$ cat config.mk
export PLATFORM = sky130hd
export DESIGN_NAME = fetch_stage
export DESIGN_NICKNAME = d
export VERILOG_FILES = /design/src/rtl/fetch_stage.sv
export SDC_FILE = /design/constraint.sdc
export NUM_CORES = 1
export LEC_CHECK = 0
export ABC_AREA = 1
export BUFFER_PORTS_ARGS = -buffer_cell sky130_fd_sc_hd__buf_2
export CAP_MARGIN = 20
export CORE_UTILIZATION = 48
export CTS_CLUSTER_DIAMETER = 200
export DETAILED_ROUTE_END_ITERATION = 10
export PLACE_DENSITY = 0.75
export REMOVE_ABC_BUFFERS = 1
export SLEW_MARGIN = 0
export SYNTH_ARGS = -nofsm -noshare
export SYNTH_HDL_FRONTEND = slang
export SYNTH_SLANG_ARGS = --single-unit
$ cat constraint.sdc
create_clock -name clk -period 4 [get_ports clk]
set_clock_uncertainty 0.05 [all_clocks]
set_input_delay 0.6 -clock clk [delete_from_list [all_inputs] [get_ports clk]]
set_output_delay 0.6 -clock clk [all_outputs]
set_load 0.005 [all_outputs]
$ cat src/rtl/fetch_stage.sv
// Instruction-fetch stage and IF/ID pipeline register of the five-stage RISC-V core.
// Define FETCH_PERF_EN to add the perf_bubbles / perf_redirects counters.
module fetch_stage #(
    parameter logic [31:0] RESET_PC  = 32'h0000_0000,
    parameter logic [31:0] NOP_INSTR = 32'h0000_0013
) (
    input  logic        clk,
    input  logic        rst,
    input  logic        stall_if,
    input  logic        stall_id,
    input  logic        flush_id,
    input  logic        br_taken,
    input  logic [31:0] br_target,
    output logic        imem_req,
    output logic [31:0] imem_addr,
    input  logic        imem_rvalid,
    input  logic [31:0] imem_rdata,
    output logic [31:0] pc_id,
    output logic [31:0] inst_id,
    output logic        valid_id,
    output logic        fetch_wait
`ifdef FETCH_PERF_EN
    ,
    output logic [31:0] perf_bubbles,
    output logic [31:0] perf_redirects
`endif
);

    typedef enum logic [1:0] {
        ST_ISSUE,
        ST_WAIT,
        ST_DRAIN,
        ST_HOLD
    } state_e;

    state_e      state_q, state_d;
    logic [31:0] pc_if_q, pc_if_d;
    logic [31:0] skid_q, skid_d;
    logic [31:0] pc_id_q, pc_id_d;
    logic [31:0] inst_id_q, inst_id_d;
    logic        valid_id_q, valid_id_d;

    logic        req;
    logic [31:0] req_addr;
    logic        deliver;
    logic [31:0] deliver_data;
    state_e      rst_state;

    // A request still in flight when reset hits must be drained, or its late
    // response would be mistaken for the answer to the first RESET_PC fetch.
    always_comb begin
        rst_state = ST_ISSUE;
        if ((state_q == ST_WAIT || state_q == ST_DRAIN) && !imem_rvalid) begin
            rst_state = ST_DRAIN;
        end
    end

    // NOTE: every variable gets a default before the case so no path leaves it unassigned, which would infer a latch.
    always_comb begin
        state_d      = state_q;
        pc_if_d      = pc_if_q;
        skid_d       = skid_q;
        req          = 1'b0;
        req_addr     = pc_if_q;
        deliver      = 1'b0;
        deliver_data = imem_rdata;

        case (state_q)
            ST_ISSUE: begin
                if (br_taken) begin
                    pc_if_d = br_target;
                end else begin
                    req     = 1'b1;
                    state_d = ST_WAIT;
                end
            end

            ST_WAIT: begin
                if (br_taken) begin
                    pc_if_d = br_target;
                    state_d = imem_rvalid ? ST_ISSUE : ST_DRAIN;
                end else if (imem_rvalid) begin
                    if (stall_if) begin
                        skid_d  = imem_rdata;
                        state_d = ST_HOLD;
                    end else begin
                        deliver  = 1'b1;
                        req      = 1'b1;
                        req_addr = pc_if_q + 32'd4;
                        pc_if_d  = pc_if_q + 32'd4;
                    end
                end
            end

            ST_DRAIN: begin
                if (br_taken) begin
                    pc_if_d = br_target;
                end
                if (imem_rvalid) begin
                    state_d = ST_ISSUE;
                end
            end

            ST_HOLD: begin
                if (br_taken) begin
                    pc_if_d = br_target;
                    state_d = ST_ISSUE;
                end else if (!stall_if) begin
                    deliver      = 1'b1;
                    deliver_data = skid_q;
                    pc_if_d      = pc_if_q + 32'd4;
                    state_d      = ST_ISSUE;
                end
            end

            default: begin
                state_d = ST_ISSUE;
            end
        endcase
    end

    // The delivered instruction's address is always pc_if_q: it only advances
    // in the same cycle the instruction leaves for IF/ID.
    always_comb begin
        pc_id_d    = pc_id_q;
        inst_id_d  = inst_id_q;
        valid_id_d = valid_id_q;
        if (flush_id) begin
            valid_id_d = 1'b0;
            inst_id_d  = NOP_INSTR;
        end else if (!stall_id) begin
            if (deliver) begin
                valid_id_d = 1'b1;
                inst_id_d  = deliver_data;
                pc_id_d    = pc_if_q;
            end else begin
                valid_id_d = 1'b0;
                inst_id_d  = NOP_INSTR;
            end
        end
    end

    // NOTE: non-blocking assignments here so every register samples pre-edge values regardless of statement order.
    always_ff @(posedge clk) begin
        if (rst) begin
            state_q    <= rst_state;
            pc_if_q    <= RESET_PC;
            skid_q     <= NOP_INSTR;
            pc_id_q    <= RESET_PC;
            inst_id_q  <= NOP_INSTR;
            valid_id_q <= 1'b0;
        end else begin
            state_q    <= state_d;
            pc_if_q    <= pc_if_d;
            skid_q     <= skid_d;
            pc_id_q    <= pc_id_d;
            inst_id_q  <= inst_id_d;
            valid_id_q <= valid_id_d;
        end
    end

    assign imem_req   = req && !rst;
    assign imem_addr  = req_addr;
    assign pc_id      = pc_id_q;
    assign inst_id    = inst_id_q;
    assign valid_id   = valid_id_q;
    assign fetch_wait = !rst && !flush_id && !stall_id && !deliver;

`ifdef FETCH_PERF_EN
    logic [31:0] perf_bubbles_q;
    logic [31:0] perf_redirects_q;

    always_ff @(posedge clk) begin
        if (rst) begin
            perf_bubbles_q   <= 32'd0;
            perf_redirects_q <= 32'd0;
        end else begin
            if (fetch_wait && (perf_bubbles_q != 32'hFFFF_FFFF)) begin
                perf_bubbles_q <= perf_bubbles_q + 32'd1;
            end
            if (br_taken && (perf_redirects_q != 32'hFFFF_FFFF)) begin
                perf_redirects_q <= perf_redirects_q + 32'd1;
            end
        end
    end

    assign perf_bubbles   = perf_bubbles_q;
    assign perf_redirects = perf_redirects_q;
`endif

endmodule
==> out/metrics.cfg, run 1 <==
[outcome]
status=completed

[clocking]
clkLatencyLatePin_ps=430
post_cts_resize_count=0
cts_max_level=4
cts.clk_slew.worst_paths_ps=60
cts_root_buf=clkbuf_16
cts_setup_buffers=0
holdBufCountCts=0
cts_tree=yes
clockBufferDepth=2
numCtsBuffers=17
clkSinkCount=131

[final_layout]
utilization=0.594
finalNonFillerCells=1575
area_delta_synth_final_pct=19.5
fillers=1552
antennaDiodeCount=0
fin_area_mm2=0.00910
seqCellArea_mm2=0.00264
fin_nets=1427
drive_above_1_share=0.171
multiInputGateArea_mm2=0.00415

[power]
power_density_mw_per_mm2=564
ir_worst_vdd_mv=0.329
p_leak_nw=4.06

[global_route]
grt_max_degree=65
grt_first_pass_wirelength_mm=36.8
grt_use_total=0.282
antenna_found_initial=1
grt_pass1_vias=7648
grt_overflow=0

[yosys]
ys_seq_area_frac=0.347
synth_seq_cells=131
synth_top_cell_by_area=dfxtp_1
syn_avg_cell_area_um2=6.24
ys.warnings.count=0
yosysTopAreaCellShare=0.339
synth_cells=1220
synth.area.top_cells=dfxtp_1 34%, nand2_1 14%, a21oi_1 11%
netlist-cell-type-count=36
syn_area_mm2=0.00761

[place]
place_congestion=0.876
io_buffers=169
place_inst=1543
dp_hpwl_mm=14.9
dpl_cell_area_mm2=0.00854

[drt]
wirelength_mm=22.8
drtPass1Iterations=5
avgViaCountPerCell=5.42
ant_nets=0
dr_total_vias=8530
initialDrtViolationCount=795
drc=0
wl_per_cell_um=14.4

[floorplanning]
die-area_mm2=0.0164
row_count=45
pin_count=170
coreArea_mm2=0.0153
die_w_um=128
initial_core_util=0.497
die_h_um=128

[setup_path]
start_kind=register
path_class=register to primary output
critical_path.endpoint_type=primary output
crit_fanout=7
required_ps=3350
arrival_ps=2660

[sta]
clock.fmax_mhz=302
finalSetupViolCount=0
maxSlewHeadroom=0.333
tns_ps=0
post-route-period-util=0.829
final_hold_viol_count=0
rsz0062_at_grt=no
slew_viol_final=0
tightest_slew_ps=999
layout_min_cycle_time_ps=3310

[run]
max-cap-violations=0

[worst_hold_path]
worstHoldPathType=input pin to register

metal layers:
layer	up-vias	GRT usage	routed length, um
li1	4288	-	-
met1	3791	0.355	9780
met2	397	0.465	10300
met3	52	0.0714	2100
met4	2	0.106	537
met5	-	0	13
path summary, 6_finish.rpt:
check,start,to,slack [ps],depth (start not counted)
setup / recovery,pc_if_q[2],imem_addr[22],690,11
hold / removal,br_target[1],pc_if_q[1],370,3
setup reg to reg,state_q[1],pc_id[17],1220,15
hold reg to reg,pc_id[7],pc_id[7],390,2
flip-flops by register name, summed over array words and instances (netlist names):
register,flops
pc_id,32
valid_id,1
inst_id,32
state_q,2
skid_q,32
pc_if_q,32
layout make-up:
type                       instances  area share
clock buffer                      20      0.0491
clock inverter                    12      0.0118
inverter                         126      0.0523
multi-input combinational        886       0.457
sequential                       131       0.290
tap                              211      0.0290
timing repair buffer             189       0.111
critical path: stages, from the launching register on:
cell and delay (ps):
dfxtp_1 460, ha_1 300, nand2_1 120, nor3_1 140, buf_4 150, nand2_1 100, nor2_1 380, nand3_1 170
nand3_1 140, nand2_1 60, o21ai_0 80, buf_2 140
cell usage after synthesis:
cell,number
nand2_1,276
a21oi_1,172
o21ai_0,159
dfxtp_1,129
nor2_1,122
inv_1,119
clkbuf_1,59
nand3_1,46
o21ai_1,36
o211ai_1,13
a31oi_1,11
nand4_1,9
xor2_1,8
buf_6,6
mux2i_1,6
nor3_1,6
buf_1,5
ha_1,5
buf_2,4
inv_2,4
o22ai_1,4
buf_4,3
clkinv_1,2
edfxtp_1,2
nor2_4,2
or2_2,2
a211o_1,1
a22oi_1,1
and2_1,1
inv_4,1
nand2_2,1
nor2_8,1
nor3b_1,1
o2111ai_1,1
o221ai_1,1
or2_1,1
cells by family (layout without fill, tap and decap cells):
group	Yosys count	in the layout	share of synthesized area
compound gates	399	399	0.271
mux	6	6	0.00789
fa+ha+maj	5	5	0.00822
xor+xnor	8	8	0.00920
flops	131	131	0.347
simple gates	468	468	0.248
buf+inv	203	347	0.108
metrics by stage:
stage	setup WS, ps	total power, mW	hold WS [ps]
after floorplan	-1250	2.89	376
after global placement	1110	3.60	378
after detailed placement	1120	3.62	382
after CTS	724	5.11	364
after global routing	436	5.47	388
final	685	5.13	369
layout by cell type, fill, tap and decap left out, types with 5 or more instances in the layout:
master and instances:
nand2_1 276, a21oi_1 172, buf_2 169, o21ai_0 159, dfxtp_1 129, nor2_1 121, inv_1 119, nand3_1 46
o21ai_1 36, buf_4 19, clkbuf_16 17, o211ai_1 13, a31oi_1 11, nand4_1 9, xor2_1 8, mux2i_1 6
nor3_1 6, inv_2 5, ha_1 5
where the power goes:
group | switching [mW] | internal, mW | total, mW
combinational | 1.22 | 0.652 | 1.88
clock | 0.620 | 0.870 | 1.49
sequential | 0.255 | 1.51 | 1.76
No activity file was read; power rests on OpenSTA's default activity.
==> run 2: changes to the inputs <==
clock period = 3.3 ns   (was 4 ns; I/O delays follow)
==> run 2 against run 1 <==
  * Sequential cell count did not move
  * Design area barely moved
  * First-iteration DRC count fell by 20%
  * Clock power rose by 19%
  * Core utilization barely moved
  * Sequential share of layout area barely moved
  * Cell count fell by 0.13%
  * Critical path type unchanged
  * Non-clock buffer count did not move
  * Clock-buffer cell count rose by 1
  * Via count fell by 0.62%
  * Combinational power rose by 21%
==> out/metrics.cfg, run 2 (synthesized netlist as in run 1, its figures left out) <==
[worst_hold_path]
worstHoldPathType=input pin to register
worstHoldStart=br_target[0]

[sta]
maxSlewHeadroom=0.331  ; -0.00171
clock.fmax_mhz=325
layout_min_cycle_time_ps=3080
slew_viol_final=0  ; unchanged
rsz0062_at_grt=no
tightest_slew_ps=1000  ; +2.56 ps
finalWorstSetupSlack_ps=222  ; -463 ps
post-route-period-util=0.933
final_hold_viol_count=0  ; unchanged
finalSetupViolCount=0  ; unchanged

[clocking]
cts_setup_buffers=0  ; unchanged
cts_root_buf=clkbuf_16
clkLatencyLatePin_ps=420  ; about the same
cts_max_level=4  ; unchanged
clockBufferDepth=2  ; unchanged
holdBufCountCts=0  ; unchanged
cts.clk_slew.worst_paths_ps=60  ; about the same
numCtsBuffers=17  ; unchanged
cts_tree=yes
clkSinkCount=131  ; unchanged

[setup_path]
timing.rr.start=state_q[1]
critical_path.endpoint_type=primary output
arrival_ps=2530  ; -130 ps
crit_fanout=7  ; unchanged
start_kind=register
required_ps=2750  ; -600 ps
cp-startpoint=pc_if_q[2]
path_class=register to primary output

[drt]
ant_nets=0  ; unchanged
dr_total_vias=8477  ; -0.62%
wl_per_cell_um=14.5  ; +0.20%
drtPass1Iterations=6  ; +1
initialDrtViolationCount=634  ; -20%
wirelength_mm=22.8  ; about the same
drc=0  ; unchanged
avgViaCountPerCell=5.39  ; -0.49%

[floorplanning]
die_h_um=128  ; unchanged
die_w_um=128  ; unchanged
initial_core_util=0.497  ; unchanged
die-area_mm2=0.0164  ; unchanged
pin_count=170  ; unchanged
coreArea_mm2=0.0153  ; unchanged
row_count=45  ; unchanged

[power]
swShare=0.405  ; -0.00407
power_frac_comb=0.368  ; +0.002
pwr-share-seq=0.345  ; about the same
p_leak_nw=4.06  ; about the same
ir_worst_vdd_mv=0.426  ; +29%
power_density_mw_per_mm2=679  ; +20%
power.internal_mw=3.68  ; +21%
clockPowerShare=0.287  ; -0.003
p_sw_mw=2.50  ; +19%

[global_route]
grt_first_pass_wirelength_mm=36.7  ; -0.26%
grt_max_degree=69  ; +6.2%
antenna_found_initial=2  ; +1
grt_overflow=0  ; unchanged
grt_pass1_vias=7575  ; -0.95%
grt_use_total=0.282  ; about the same

[final_layout]
layout_commonest_cell=nand2_1
fin_nets=1427  ; unchanged
finalNonFillerCells=1573  ; -0.13%
final_cell_mix=276 x nand2_1, 172 x a21oi_1, 169 x buf_2
antennaDiodeCount=0  ; unchanged
drive_above_1_share=0.171  ; +0.000251
area_delta_synth_final_pct=19.4  ; about the same

[outcome]
status=completed

[place]
place_inst=1543  ; unchanged
place_congestion=0.901  ; +2.9%
io_buffers=169  ; unchanged
pre_cts_ws_ps=443  ; -676 ps
dp_hpwl_mm=14.7  ; -0.99%

[run]
max-cap-violations=0  ; unchanged

-- run 2: worst paths after layout --
check,slack [ps],depth (start not counted),to
hold / removal,270,3,pc_if_q[0]
hold reg to reg,390,2,pc_id[12]
setup / recovery,220,11,imem_addr[14]
setup reg to reg,580,15,pc_id[19]
-- run 2: metal layers --
metal	vias up	GRT usage	wire length [um]
met4	4	0.123	544
li1	4283	-	-
met3	52	0.0776	2310
met5	-	0	31
met1	3717	0.356	9680
met2	421	0.452	10200
-- run 2: stage by stage --
stage	hold WS [ps]	setup TNS, ps	utilization	area [um^2]	total power [mW]
3_5_place_dp	382	0	0.558	8540	4.38
3_3_place_gp	380	0	0.558	8540	4.35
2_1_floorplan	376	-101040	-	7260	3.50
4_1_cts	259	0	0.594	9090	6.15
6_report	268	0	0.594	9090	6.18
5_1_grt	300	0	0.594	9090	6.58
-- run 2: critical path, cell delays in order (launching register included) --
cell and delay (ps):
dfxtp_1 440, ha_1 250, nand2_1 120, nor3_2 230, nand2_1 190, nor2_2 270
nand2_1 120, nand2_1 80, nand2_1 50, nand2_1 80, o21ai_0 110, buf_2 160
-- run 2: what timing repair did --
item	CTS	global route
gates resized for setup	1	1
endpoints found under the hold margin	0	0
setup endpoints to repair	2	9
-- run 2: layout make-up --
type | instances | area, um^2
sequential | 131 | 2640
clock buffer | 21 | 460
inverter | 126 | 475
tap | 211 | 264
clock inverter | 9 | 82.6
timing repair buffer | 189 | 1010
multi-input combinational | 886 | 4160
fill | 1540 | 6220
-- run 2: power groups by stage --
| stage | logic [mW] | registers (mW) | clock network, mW |
|---|---|---|---|
| floorplan | 1.44 | 2.06 | 0 |
| global placement | 2.20 | 2.15 | 0 |
| detailed placement | 2.23 | 2.15 | 0 |
| CTS | 2.25 | 2.11 | 1.79 |
| global route | 2.55 | 2.16 | 1.87 |
| finish | 2.27 | 2.13 | 1.77 |
==> run 3: changes to the inputs <==
CORE_UTILIZATION = 45   (was 48)
PLACE_DENSITY = 0.71   (was 0.75)
==> run 3 against run 2 <==
  * Cell count increased by 0.89%
  * Clock power increased by 12%
  * Sequential power about the same
  * First-iteration DRC count increased by 5.2%
  * Total power increased by 3.6%
  * Combinational power increased by 2%
  * Hold slack improved by 4.5 ps
  * Sequential share of layout area decreased by 0.32 points
  * Clock-buffer cell count decreased by 2
  * Core utilization decreased by 3.7 points
  * Design area increased by 1.1%
  * Global-route usage decreased by 1.6 points
  * Critical endpoint unchanged
  * Largest cell class unchanged
  * Largest power group unchanged
  * Highest routed layer unchanged
==> out/metrics.cfg, run 3 (synthesized netlist as in run 1, its figures left out) <==
[outcome]
status=completed

[sta]
hold_slack_ps=272  ; +4.55 ps
maxSlewHeadroom=0.315  ; -0.0161
final_hold_viol_count=0  ; unchanged
tightest_slew_ps=1030  ; +24.2 ps
finalWorstSetupSlack_ps=197  ; -25.1 ps
layout_min_cycle_time_ps=3100  ; +25.1 ps
slew_viol_final=0  ; unchanged
rsz0062_at_grt=no
post-route-period-util=0.940  ; +0.00762
clock.fmax_mhz=322  ; -0.81%
finalSetupViolCount=0  ; unchanged

[clocking]
holdBufCountCts=0  ; unchanged
cts_max_level=4  ; unchanged
clkLatencyLatePin_ps=430  ; about the same
clockBufferDepth=2  ; unchanged
cts.clk_slew.worst_paths_ps=60  ; about the same
cts_root_buf=clkbuf_16
numCtsBuffers=17  ; unchanged
cts_setup_buffers=0  ; unchanged
clkSinkCount=131  ; unchanged
cts_tree=yes

[place]
dp_hpwl_mm=15.0  ; +2.0%
io_buffers=169  ; unchanged
place_congestion=0.852  ; -5.4%
pre_cts_ws_ps=448  ; +5.06 ps

[final_layout]
area_delta_synth_final_pct=20.8
fillers=1625  ; +5.5%
layout_commonest_cell=nand2_1
final_cell_mix=276 x nand2_1, 172 x a21oi_1, 169 x buf_2
antennaDiodeCount=0  ; unchanged
drive_above_1_share=0.175  ; +0.00376
fin_nets=1430  ; +0.21%

[drt]
ant_nets=0  ; unchanged
drc=0  ; unchanged
wl_per_cell_um=14.4  ; -0.68%
avgViaCountPerCell=5.24  ; -2.8%
dr_total_vias=8315  ; -1.9%
initialDrtViolationCount=667  ; +5.2%
wirelength_mm=22.8  ; +0.20%
drtPass1Iterations=5  ; -1

[floorplanning]
die_w_um=132  ; +3.2%
pin_count=170  ; unchanged
row_count=47  ; +4.4%
die-area_mm2=0.0174  ; +6.6%
coreArea_mm2=0.0165  ; +7.9%
initial_core_util=0.461  ; -0.0364
die_h_um=132  ; +3.2%

[global_route]
grt_use_total=0.266  ; -0.0160
grt_max_degree=65  ; -5.8%
grt_pass1_vias=7569  ; -0.079%
grt_overflow=0  ; unchanged
grt_first_pass_wirelength_mm=37.2  ; +1.3%
antenna_found_initial=1  ; -1

[power]
power_density_mw_per_mm2=696  ; +2.5%
ir_worst_vdd_mv=0.451  ; +6.0%
total_power_mw=6.40  ; +3.6%
p_leak_nw=4.10  ; +0.99%

[setup_path]
required_ps=2750  ; about the same
arrival_ps=2560  ; +30 ps
start_kind=register
path_class=register to primary output
critical_path.endpoint_type=primary output
crit_fanout=7  ; unchanged

[worst_hold_path]
worstHoldPathType=input pin to register

[run]
max-cap-violations=0  ; unchanged

run 3: repair_timing:
action	4_1_cts	5_1_grt
setup endpoints to repair	2	8
gates resized for setup	1	1
pin swaps	0	0
run 3: area by class of cell:
class | count | area, um^2 | area share
Multi-Input combinational cell | 886 | 4160 | 0.452
Sequential cell | 131 | 2640 | 0.287
Timing Repair Buffer | 192 | 1030 | 0.112
Inverter | 126 | 475 | 0.0517
Clock buffer | 19 | 454 | 0.0494
Tap cell | 220 | 275 | 0.0299
Clock inverter | 13 | 158 | 0.0171
run 3: final timing paths:
check             slack, ps         start             to  cells after the start
setup / recovery        200    pc_if_q[2]  imem_addr[14]                     11
hold / removal          270  br_target[1]     pc_if_q[1]                      3
setup reg to reg        570    state_q[1]      pc_id[15]                     15
hold reg to reg         390     pc_id[17]      pc_id[17]                      2
run 3: stage by stage:
step	util	std cells	setup TNS [ps]	instance area, um^2
after floorplan	-	1143	-101040	7260
after global placement	0.519	1555	0	8580
after detailed placement	0.519	1555	0	8580
after CTS	0.556	1587	0	9190
after global routing	0.557	1587	0	9200
final	0.557	1587	0	9200
run 3: critical path, cell delays in order, from the launching register on:
cell,delay (ps)
dfxtp_1,440
ha_1,240
nand2_1,110
nor3_2,240
nand2_1,220
nor2_2,290
nand2_1,120
nand2_1,80
nand2_1,50
nand2_1,80
o21ai_0,100
buf_2,150
run 3: where the power goes:
| part | leakage, nW | internal [mW] | switching, mW |
|---|---|---|---|
| registers | 1.07 | 1.83 | 0.274 |
| clock network | 0.290 | 1.23 | 0.748 |
| logic | 2.74 | 0.806 | 1.51 |
run 3: routing by layer:
layer  vias to the layer above  share of wire  global-route usage  routed length [um]
met5                         -        0.00057                   0                  13
met3                        43          0.084              0.0661                1910
met2                       339           0.44               0.428               10100
met1                      3624           0.45               0.344               10300
met4                         2          0.023               0.101                 531
li1                       4307              -                   -                   -
